`src/rtl/spdif_transmitter.sv`:
```
// -----------------------------------------------------------------------------
// spdif_transmitter
//
// Consumer IEC 60958 (S/PDIF) biphase-mark encoder for a 16-bit stereo stream.
// One left/right pair is taken from a holding register at the start of every
// frame (cell 0 of the left subframe). Each subframe is 32 slots of two cells:
// preamble, 8 zero slots, 16 audio bits LSB first, then V, U, C and P.
// Frames are grouped into blocks of `Frames`; frame 0 of a block uses the B
// preamble.
//
// Optional feature: define SPDIF_TX_CHANNEL_STATUS_EN to emit a consumer
// channel-status block on C (bit 2 copy permitted, bit 25 = 48 kHz). Without
// the macro, C is 0 in every subframe.
//
// Ports:
//   Clk          system clock
//   Reset        asynchronous, active-high reset
//   Cell_Ena     one-Clk strobe per biphase cell (never in consecutive cycles)
//   Active       stream valid; sampled at each transfer, low forces V=1, audio 0
//   Load         one-Clk strobe, latches Audio_L/Audio_R into the holding reg
//   Audio_L/R    16-bit two's complement samples
//   S_PDIF_Out   registered biphase-mark output
//   Sample_Taken pulse: holding register moved to the working pair
//   Underrun     pulse: frame started with the holding register empty
//   Overrun      pulse: Load arrived while the holding register was full
//
// Handshake: Load is a fire-and-forget strobe with no ready; the Full flag
// only reports (via Overrun/Underrun) whether the producer kept pace.
// -----------------------------------------------------------------------------
module spdif_transmitter #(
  parameter int Frames = 192
) (
  input  logic        Clk,
  input  logic        Reset,
  input  logic        Cell_Ena,
  input  logic        Active,
  input  logic        Load,
  input  logic [15:0] Audio_L,
  input  logic [15:0] Audio_R,
  output logic        S_PDIF_Out,
  output logic        Sample_Taken,
  output logic        Underrun,
  output logic        Overrun
);

  localparam int FW = (Frames > 1) ? $clog2(Frames) : 1;

  logic [5:0]    cell_q,   cell_d;
  logic          sub_q,    sub_d;
  logic [FW-1:0] frame_q,  frame_d;
  logic          out_q,    out_d;
  logic          pinv_q,   pinv_d;
  logic [15:0]   hold_l_q, hold_l_d;
  logic [15:0]   hold_r_q, hold_r_d;
  logic          full_q,   full_d;
  logic [15:0]   work_l_q, work_l_d;
  logic [15:0]   work_r_q, work_r_d;
  logic          v_q,      v_d;
  logic          taken_q,  taken_d;
  logic          under_q,  under_d;
  logic          over_q,   over_d;

  logic [4:0]  slot;
  logic [4:0]  aidx;
  logic        transfer;
  logic [15:0] tx_sample;
  logic        c_bit;
  logic        parity;
  logic        data_bit;
  logic [7:0]  pre_pat;
  logic        pre_inv;
  logic        cell_val;

  assign slot     = cell_q[5:1];
  assign aidx     = slot - 5'd12;
  assign transfer = Cell_Ena && (cell_q == 6'd0) && !sub_q;

  assign tx_sample = v_q ? 16'h0000 : (sub_q ? work_r_q : work_l_q);

`ifdef SPDIF_TX_CHANNEL_STATUS_EN
  assign c_bit = (frame_q == FW'(2)) || (frame_q == FW'(25));
`else
  assign c_bit = 1'b0;
`endif

  // Even parity over slots 4-30: the zero slots and U contribute nothing.
  assign parity = (^tx_sample) ^ v_q ^ c_bit;

  always_comb begin
    data_bit = 1'b0;
    if (slot >= 5'd12 && slot <= 5'd27) begin
      data_bit = tx_sample[aidx[3:0]];
    end else begin
      case (slot)
        5'd28:   data_bit = v_q;
        5'd30:   data_bit = c_bit;
        5'd31:   data_bit = parity;
        default: data_bit = 1'b0;
      endcase
    end
  end

  assign pre_pat = sub_q ? 8'b11100100 :
                   ((frame_q == '0) ? 8'b11101000 : 8'b11100010);

  // The preamble polarity is set by the level just before its first cell and
  // must stay fixed for all 8 cells, so it is captured at cell 0.
  assign pre_inv = (cell_q == 6'd0) ? out_q : pinv_q;

  always_comb begin
    if (cell_q < 6'd8) begin
      cell_val = pre_pat[3'd7 - cell_q[2:0]] ^ pre_inv;
    end else if (!cell_q[0]) begin
      cell_val = ~out_q;
    end else begin
      cell_val = out_q ^ data_bit;
    end
  end

  always_comb begin
    cell_d   = cell_q;
    sub_d    = sub_q;
    frame_d  = frame_q;
    out_d    = out_q;
    pinv_d   = pinv_q;
    hold_l_d = hold_l_q;
    hold_r_d = hold_r_q;
    full_d   = full_q;
    work_l_d = work_l_q;
    work_r_d = work_r_q;
    v_d      = v_q;
    taken_d  = 1'b0;
    under_d  = 1'b0;
    over_d   = 1'b0;

    if (Cell_Ena) begin
      out_d  = cell_val;
      pinv_d = pre_inv;
      cell_d = cell_q + 6'd1;
      if (cell_q == 6'd63) begin
        sub_d = ~sub_q;
        if (sub_q) begin
          frame_d = (frame_q == FW'(Frames - 1)) ? '0 : frame_q + FW'(1);
        end
      end
    end

    if (transfer) begin
      v_d = ~Active;
      if (full_q) begin
        work_l_d = hold_l_q;
        work_r_d = hold_r_q;
        full_d   = 1'b0;
        taken_d  = 1'b1;
      end else begin
        under_d  = 1'b1;
      end
    end

    // A Load coinciding with a transfer refills the register just emptied,
    // so it is not an overrun.
    if (Load) begin
      hold_l_d = Audio_L;
      hold_r_d = Audio_R;
      full_d   = 1'b1;
      over_d   = full_q && !transfer;
    end
  end

  always_ff @(posedge Clk or posedge Reset) begin
    if (Reset) begin
      cell_q   <= '0;
      sub_q    <= 1'b0;
      frame_q  <= '0;
      out_q    <= 1'b0;
      pinv_q   <= 1'b0;
      hold_l_q <= '0;
      hold_r_q <= '0;
      full_q   <= 1'b0;
      work_l_q <= '0;
      work_r_q <= '0;
      v_q      <= 1'b0;
      taken_q  <= 1'b0;
      under_q  <= 1'b0;
      over_q   <= 1'b0;
    end else begin
      cell_q   <= cell_d;
      sub_q    <= sub_d;
      frame_q  <= frame_d;
      out_q    <= out_d;
      pinv_q   <= pinv_d;
      hold_l_q <= hold_l_d;
      hold_r_q <= hold_r_d;
      full_q   <= full_d;
      work_l_q <= work_l_d;
      work_r_q <= work_r_d;
      v_q      <= v_d;
      taken_q  <= taken_d;
      under_q  <= under_d;
      over_q   <= over_d;
    end
  end

  assign S_PDIF_Out   = out_q;
  assign Sample_Taken = taken_q;
  assign Underrun     = under_q;
  assign Overrun      = over_q;

endmodule

```
`config.mk`:
```
export PLATFORM = sky130hd
export DESIGN_NAME = spdif_transmitter
export DESIGN_NICKNAME = d
export VERILOG_FILES = /design/src/rtl/spdif_transmitter.sv
export SDC_FILE = /design/constraint.sdc
export NUM_CORES = 1
export LEC_CHECK = 0
export CORE_UTILIZATION = 35
export DETAILED_ROUTE_END_ITERATION = 12
export HOLD_SLACK_MARGIN = 0.02
export SKIP_LAST_GASP = 1
export SLEW_MARGIN = 20
export SYNTH_ARGS = -nofsm -noshare
export SYNTH_HDL_FRONTEND = slang
export SYNTH_SLANG_ARGS = --single-unit
```
`constraint.sdc`:
```
create_clock -name Clk -period 5.9 [get_ports Clk]
set_clock_uncertainty 0.2 [all_clocks]
set_input_delay 1.18 -clock Clk [delete_from_list [all_inputs] [get_ports Clk]]
set_output_delay 1.18 -clock Clk [all_outputs]
set_load 0.01 [all_outputs]
```
==> results of run 1 <==
==> sequential cells by signal, indices dropped and copies added (netlist names) <==
| signal | cells |
|---|---|
| full_q | 1 |
| work_r_q | 16 |
| Underrun | 1 |
| hold_l_q | 16 |
| Sample_Taken | 1 |
| work_l_q | 16 |
| Overrun | 1 |
| sub_q | 1 |
| S_PDIF_Out | 1 |
| cell_q | 6 |
| pinv_q | 1 |
| hold_r_q | 16 |
| v_q | 1 |
| frame_q | 8 |
==> final cells by class <==
type | count | share of cell area
clock inverters | 4 | 0.0151
clock buffers | 12 | 0.0499
well taps | 147 | 0.0358
flip-flops and latches | 86 | 0.419
repair buffers | 42 | 0.0808
inverters | 10 | 0.00755
multi-input cells | 215 | 0.392
==> worst max-delay path, stage by stage <==
cell and delay, ps:
clkdlybuf4s50_1 740, nand4b_2 280, nor2_4 730, mux2_2 420
==> power by group <==
group / switching (mW) / internal (mW)
clock network: 0.221 / 0.396
registers: 0.218 / 0.752
logic: 0.410 / 0.609
==> worst paths after layout <==
| path | from | endpoint | depth (start not counted) |
|---|---|---|---|
| setup / recovery | Cell_Ena | work_l_q[6]$_DFFE_PP0P_ | 4 |
| hold / removal | full_q$_DFFE_PP0P_ | Underrun$_DFF_PP0_ | 1 |
| setup reg to reg | cell_q[1]$_DFFE_PP0P_ | work_l_q[6]$_DFFE_PP0P_ | 6 |
| hold reg to reg | full_q$_DFFE_PP0P_ | Underrun$_DFF_PP0_ | 1 |
| max in group asynchronous | Reset | hold_r_q[0]$_DFFE_PP0P_ | 3 |
| min in group asynchronous | Reset | hold_l_q[0]$_DFFE_PP0P_ | 2 |
==> metrics by stage <==
stage / setup WS, ps / total power, mW / cells / utilization / cell area [um2]
3_3_place_gp: 2260 / 1.99 / 500 / 0.400 / 4800
4_1_cts: 2530 / 2.64 / 516 / 0.428 / 5140
2_1_floorplan: 2300 / 1.84 / 328 / - / 4330
6_report: 2560 / 2.61 / 516 / 0.428 / 5140
3_5_place_dp: 2180 / 2.01 / 500 / 0.400 / 4800
5_1_grt: 2360 / 2.79 / 516 / 0.428 / 5140
==> cell usage in the layout (no fill, tap or decap), types with 3 or more instances in the layout <==
cell and count:
xnor2_1 34, nor3_1 5, clkbuf_16 9, nor2_1 11
ha_1 6, o21ai_0 9, dfrtp_1 86, mux4_1 5
a31oi_1 3, nand2_1 18, xor2_1 7, inv_1 9
clkdlybuf4s50_1 40, mux2_2 65, mux2i_1 4, nand3_1 4
==> metal layers <==
layer  up-vias  track usage  wire length (um)
met4         0       0.0491               104
met3        13       0.0354               216
li1       1225            -                 -
met2        36        0.212              3660
met5         -            0                 0
met1      1253        0.163              3330
==> kinds of logic after synthesis <==
logic type	Yosys count	synth area share
AOI/OAI and AO/OA	26	0.0425
xor gates and xnor gates	41	0.0829
and+or+nand+nor	64	0.0965
adders and majority gates	6	0.0173
muxes	78	0.226
DFF	86	0.497
buffers and inverters	27	0.0376
==> results.py, run 1 <==
metrics = {
    "floorplan": {
        "rows": 40,
        "die_h_um": 113,
        "coreArea_um2": 12000,
        "initial_utilization": 0.360,
        "ioPinCount": 41,
        "die_w_um": 113,
        "dieArea_um2": 12800,
    },
    "sta": {
        "slew_headroom": 0.417,
        "tightest_slew_ps": 872,
        "timing.fmax_mhz": 300,
        "setup_viol": 0,
        "hold_violations": 0,
        "hold_ws_ps": 282,
        "fin_tns_setup_ps": 0,
        "period_minus_slack_ps": 3340,
        "fin_crit_sh": 0.566,
        "rsz0062_at_grt": "no",
        "slew_violations": 0,
    },
    "grt": {
        "grt_pass1_vias": 2566,
        "overflow": 0,
        "grt_pass1_wl_mm": 12.8,
        "grt_usage": 0.130,
        "antenna_found_initial": 0,
        "grt_max_degree": 51,
    },
    "route": {
        "ant_nets": 0,
        "firstDrtPassIters": 4,
        "drt-total-wl_mm": 7.31,
        "drcViolationCount": 0,
        "wl_per_cell_um": 14.2,
        "via_per_inst": 4.90,
        "drt_iter0_drc": 114,
        "vias": 2527,
    },
    "final_layout": {
        "multi_input_area_um2": 2010,
        "num-nets-final": 407,
        "n_antenna_cell": 0,
        "fillerInstances": 1126,
        "area_delta_synth_final_pct": 18.7,
        "seq_area_um2": 2150,
        "layout-drive-gt1-share": 0.282,
    },
    "worst_setup_path": {
        "worstPathMaxFanout": 33,
        "rrSetupSlack_ps": 2940,
        "cp-end-kind": "flop",
        "critPathKind": "in2reg",
        "crit_required_ps": 5920,
        "cp-start-kind": "primary input",
        "cp.arrival_ps": 3360,
    },
    "clocking": {
        "cts_buffers": 9,
        "clk_pin_slew_ps": 60,
        "cts_tree": "done",
        "cts.sinks": 86,
        "cts.htree.levels": 3,
        "root_buffer": "clkbuf_16",
        "cts_max_path_buffers": 2,
        "cts_resized": 0,
        "postCtsSetupRepairBufs": 0,
        "clk-insertion-delay-late_ps": 330,
        "hold_buffers": 0,
    },
    "yosys": {
        "synth_nets": 371,
        "netlist_instances": 328,
        "syn_area_um2": 4330,
        "synth_edf_count": 0,
        "synth-seq-cells": 86,
        "syn-mean-instance-area_um2": 13.2,
        "yosysSeqAreaShare": 0.497,
        "yosys.cell_count.top_type": "dfrtp_1",
        "synth-main-ff-cell": "dfrtp_1",
        "synth_common_cells": "dfrtp_1 (86), mux2_2 (65), xnor2_1 (34), nand2_1 (18), nor2_1 (11)",
        "synth_top_area_frac": 0.497,
        "yosysTopAreaCell": "dfrtp_1",
        "synthTopCellsByArea": "dfrtp_1 (50%), mux2_2 (17%), xnor2_1 (6.9%)",
        "async_flop_share": 1.00,
        "synth.distinct_cells": 55,
        "ys_warn_count": 0,
    },
    "pwr": {
        "ir_drop_mv": 0.197,
        "p_leak_nw": 2.12,
        "p_per_area_nw_per_um2": 507,
    },
    "place": {
        "hpwlAfterDp_mm": 5.28,
        "portBuffers": 40,
        "gp_congestion": 0.803,
    },
    "worst_hold_path": {
        "hold_class": "reg2reg",
    },
    "job": {
        "drv_cap": 0,
    },
    "status": {
        "status": "finished clean",
    },
}
(Power assumes the default switching activity.)
==> run 2: changes to the inputs <==
- clock period: 5.9 -> 2.8 ns (I/O delays scaled with it)
==> results.py, run 2 (same netlist as run 1, synthesis figures left out) <==
metrics = {
    "floorplan": {
        "ioPinCount": 41,
        "dieArea_um2": 12800,
        "die_w_um": 113,
        "coreArea_um2": 12000,
        "rows": 40,
        "initial_utilization": 0.360,
        "die_h_um": 113,
    },
    "grt": {
        "grt_max_degree": 87,
        "grt_pass1_wl_mm": 13.3,
        "overflow": 0,
        "grt_pass1_vias": 2788,
        "antenna_found_initial": 0,
        "grt_usage": 0.137,
    },
    "clocking": {
        "cts.sinks": 86,
        "cts_resized": 0,
        "hold_buffers": 0,
        "root_buffer": "clkbuf_16",
        "postCtsSetupRepairBufs": 0,
        "clk-insertion-delay-late_ps": 350,
        "cts.htree.levels": 3,
        "clk_pin_slew_ps": 60,
        "cts_buffers": 9,
        "cts_tree": "done",
        "cts_max_path_buffers": 2,
    },
    "place": {
        "hpwlAfterDp_mm": 5.43,
        "gp_congestion": 0.803,
        "portBuffers": 40,
        "place_ws_ps": 188,
    },
    "route": {
        "wl_per_cell_um": 14.5,
        "drt_iter0_drc": 144,
        "vias": 2609,
        "ant_nets": 0,
        "drt-total-wl_mm": 7.57,
        "firstDrtPassIters": 4,
        "drcViolationCount": 0,
        "via_per_inst": 5.00,
    },
    "pwr": {
        "p_per_area_nw_per_um2": 1040,
        "ir_drop_mv": 0.577,
        "p_leak_nw": 2.13,
        "finalPower_mw": 5.39,
    },
    "final_layout": {
        "seq_area_um2": 2150,
        "fillerInstances": 1147,
        "multi_input_area_um2": 2010,
        "layout_commonest_cell": "dfrtp_1",
        "area_delta_synth_final_pct": 19.3,
        "final_cell_mix": "dfrtp_1 (86), mux2_2 (65), clkdlybuf4s50_1 (40), xnor2_1 (34), nand2_1 (18)",
        "layout-drive-gt1-share": 0.291,
        "n_antenna_cell": 0,
        "num-nets-final": 413,
    },
    "sta": {
        "tightest_slew_ps": 484,
        "setup_viol": 0,
        "slew_headroom": 0.677,
        "period_minus_slack_ps": 2430,
        "hold_violations": 0,
        "rsz0062_at_grt": "no",
        "timing.fmax_mhz": 412,
        "setup_ws_ps": 373,
        "slew_violations": 0,
        "fin_tns_setup_ps": 0,
        "fin_crit_sh": 0.867,
    },
    "job": {
        "drv_cap": 0,
    },
    "worst_setup_path": {
        "path_buf_inv": 0,
        "cp-start-kind": "flop",
        "path_common_cell": "nand4_4",
        "crit_required_ps": 2830,
        "worstPathCellList": "ha_1, nand4_4, nor2_4, and2_4, and3_4, nand4_4, nor3b_2, nor2_1",
        "worstPathMaxFanout": 10,
        "cp.arrival_ps": 2450,
        "cp-end-kind": "flop",
        "slowest_stage": "dfrtp_1",
        "crit_family": "simple AND/OR/NAND/NOR gates",
        "critPathKind": "reg2reg",
        "slowest_delay_ps": 600,
    },
    "worst_hold_path": {
        "hold_class": "reg2reg",
    },
    "status": {
        "status": "finished clean",
    },
}
run 2: changes by cell type in the layout (fill, tap and decap cells not counted), sizes merged:
| cell | previous run | this run |
|---|---|---|
| clkbuf | 12 | 14 |
| bufinv | 2 | 0 |
| buf | 2 | 8 |
| inv | 10 | 9 |
| clkinv | 2 | 0 |
| clkinvlp | 0 | 3 |
run 2: area by class of cell:
type | instances | share of cell area
clock inverter | 2 | 0.00291
inverter | 10 | 0.00799
clock buffer | 14 | 0.0530
sequential | 86 | 0.417
tap | 147 | 0.0356
timing repair buffer | 48 | 0.0940
multi-input combinational | 215 | 0.390
run 2: stage by stage:
stage | hold slack, ps | std cells | util | area, um2
global placement | 265 | 506 | 0.406 | 4880
CTS | 279 | 522 | 0.430 | 5170
global route | 300 | 522 | 0.430 | 5170
detailed placement | 269 | 506 | 0.406 | 4880
floorplan | 241 | 328 | - | 4330
finish | 275 | 522 | 0.430 | 5170
run 2: metal layers:
layer	GRT usage	vias up	share of wire
met3	0.0498	9	0.046
met1	0.161	1308	0.44
li1	-	1239	-
met4	0.0561	0	0.013
met5	0	-	0
met2	0.226	53	0.50
run 2: final timing paths:
| kind | to | slack, ps | depth (start not counted) | startpoint |
|---|---|---|---|---|
| max | frame_q[5]$_DFFE_PP0P_ | 370 | 8 | cell_q[1]$_DFFE_PP0P_ |
| min | Underrun$_DFF_PP0_ | 280 | 1 | full_q$_DFFE_PP0P_ |
| max reg2reg | frame_q[5]$_DFFE_PP0P_ | 370 | 8 | cell_q[1]$_DFFE_PP0P_ |
| min reg2reg | Underrun$_DFF_PP0_ | 280 | 1 | full_q$_DFFE_PP0P_ |
| max in group asynchronous | hold_r_q[3]$_DFFE_PP0P_ | 1570 | 3 | Reset |
| min in group asynchronous | hold_l_q[3]$_DFFE_PP0P_ | 490 | 3 | Reset |
run 2: where the power goes:
group	switching (mW)	internal, mW
Combinational	0.919	1.32
Clock	0.471	0.674
Sequential	0.421	1.59
Total	1.81	3.58
==> run 3: changes to the inputs <==
- CORE_UTILIZATION: 35 -> 39
- SLEW_MARGIN: 20 -> default
==> results.py, run 3 (same netlist as run 1, synthesis figures left out) <==
metrics = {
    "status": {
        "status": "finished clean",
    },
    "clocking": {
        "hold_buffers": 0,
        "cts_tree": "done",
        "postCtsSetupRepairBufs": 0,
        "cts_buffers": 9,
        "clk_pin_slew_ps": 80,
        "cts.sinks": 86,
        "cts_resized": 0,
        "clk-insertion-delay-late_ps": 360,
        "cts.htree.levels": 3,
        "root_buffer": "clkbuf_8",
        "cts_max_path_buffers": 2,
    },
    "worst_setup_path": {
        "cp.arrival_ps": 2470,
        "worstPathCellList": "inv_1, ha_1, mux2_4, o22a_2, nor3b_2, a22oi_2, a31oi_1, o221ai_2",
        "cp-end-kind": "flop",
        "crit_required_ps": 2830,
        "slowest_stage": "dfrtp_1",
        "worstPathMaxFanout": 9,
        "critPathKind": "reg2reg",
        "cp-start-kind": "flop",
        "slowest_delay_ps": 590,
    },
    "floorplan": {
        "die_h_um": 107,
        "rows": 38,
        "coreArea_um2": 10800,
        "ioPinCount": 41,
        "initial_utilization": 0.399,
        "dieArea_um2": 11500,
        "die_w_um": 107,
    },
    "place": {
        "place_ws_ps": 162,
        "gp_congestion": 0.802,
        "portBuffers": 40,
        "placed_cells": 500,
        "hpwlAfterDp_mm": 5.56,
        "dpl_cell_area_um2": 4880,
    },
    "pwr": {
        "p_leak_nw": 2.10,
        "finalPower_mw": 5.13,
        "p_per_area_nw_per_um2": 1010,
        "pwr-share-comb": 0.431,
        "internal_power_mw": 3.32,
        "pwr-share-clk": 0.174,
        "ir_drop_mv": 0.460,
        "switching_share": 0.352,
        "power_frac_seq": 0.395,
        "p_switching_mw": 1.80,
    },
    "final_layout": {
        "area_delta_synth_final_pct": 17.3,
        "layout_commonest_cell": "dfrtp_1",
        "instances_no_fill": 516,
        "fin_util": 0.468,
        "num-nets-final": 414,
        "fin_area_um2": 5080,
        "layout-drive-gt1-share": 0.295,
        "final_cell_mix": "dfrtp_1 (86), mux2_2 (65), clkdlybuf4s50_1 (40), xnor2_1 (34), nand2_1 (18)",
        "n_antenna_cell": 0,
    },
    "route": {
        "via_per_inst": 5.00,
        "wl_per_cell_um": 14.4,
        "ant_nets": 0,
        "drt-total-wl_mm": 7.45,
        "drcViolationCount": 0,
        "vias": 2582,
        "firstDrtPassIters": 4,
        "drt_iter0_drc": 109,
    },
    "grt": {
        "grt_max_degree": 35,
        "grt_pass1_wl_mm": 13.0,
        "grt_usage": 0.148,
        "grt_pass1_vias": 2676,
        "antenna_found_initial": 0,
        "overflow": 0,
    },
    "sta": {
        "tightest_slew_ps": 462,
        "setup_viol": 0,
        "slew_headroom": 0.684,
        "period_minus_slack_ps": 2450,
        "fin_crit_sh": 0.874,
        "rsz0062_at_grt": "no",
        "timing.fmax_mhz": 409,
        "hold_violations": 0,
        "hold_ws_ps": 277,
        "setup_ws_ps": 352,
        "slew_violations": 0,
        "fin_tns_setup_ps": 0,
    },
    "job": {
        "drv_cap": 0,
    },
    "worst_hold_path": {
        "hold_class": "reg2reg",
    },
}
run 3: power groups by stage:
stage	Sequential [mW]	Combinational [mW]	Clock, mW
3_5_place_dp	2.06	2.24	0
2_1_floorplan	1.83	2.04	0
5_1_grt	2.10	2.44	0.977
3_3_place_gp	2.05	2.19	0
6_report	2.02	2.21	0.892
4_1_cts	2.04	2.25	0.928
run 3: final timing paths:
path                                  startpoint                       end  slack (ps)  cells after the start
setup reg to reg           cell_q[3]$_DFFE_PP0P_    S_PDIF_Out$_DFFE_PP0P_         350                      8
max in group asynchronous                  Reset  work_l_q[12]$_DFFE_PP0P_        1530                      3
hold reg to reg               full_q$_DFFE_PP0P_        Underrun$_DFF_PP0_         280                      1
setup / recovery           cell_q[3]$_DFFE_PP0P_    S_PDIF_Out$_DFFE_PP0P_         350                      8
hold / removal                full_q$_DFFE_PP0P_        Underrun$_DFF_PP0_         280                      1
min in group asynchronous                  Reset    frame_q[0]$_DFFE_PP0P_         290                      2
run 3: area by class of cell:
class                      instances  area (um2)
sequential                        86        2150
fill                            1005        5760
inverter                          10        41.3
multi-input combinational        215        2010
clock inverter                     6        75.1
tap                              140         175
clock buffer                      10         128
timing repair buffer              49         493
run 3: critical path, delay by kind of cell (launching register included):
| kind | cells | cell delay, ps |
|---|---|---|
| AOI/OAI and AO/OA | 4 | 670 |
| DFF | 1 | 590 |
| muxes | 1 | 260 |
| adders and majority gates | 1 | 240 |
| and+or+nand+nor | 1 | 190 |
| buffers and inverters | 1 | 170 |
run 3: metal layers:
layer | wire, um | track usage | vias up
met4 | 98 | 0.0519 | 0
met3 | 222 | 0.0381 | 9
met1 | 3340 | 0.181 | 1295
li1 | - | - | 1243
met5 | 0 | 0 | -
met2 | 3790 | 0.252 | 35
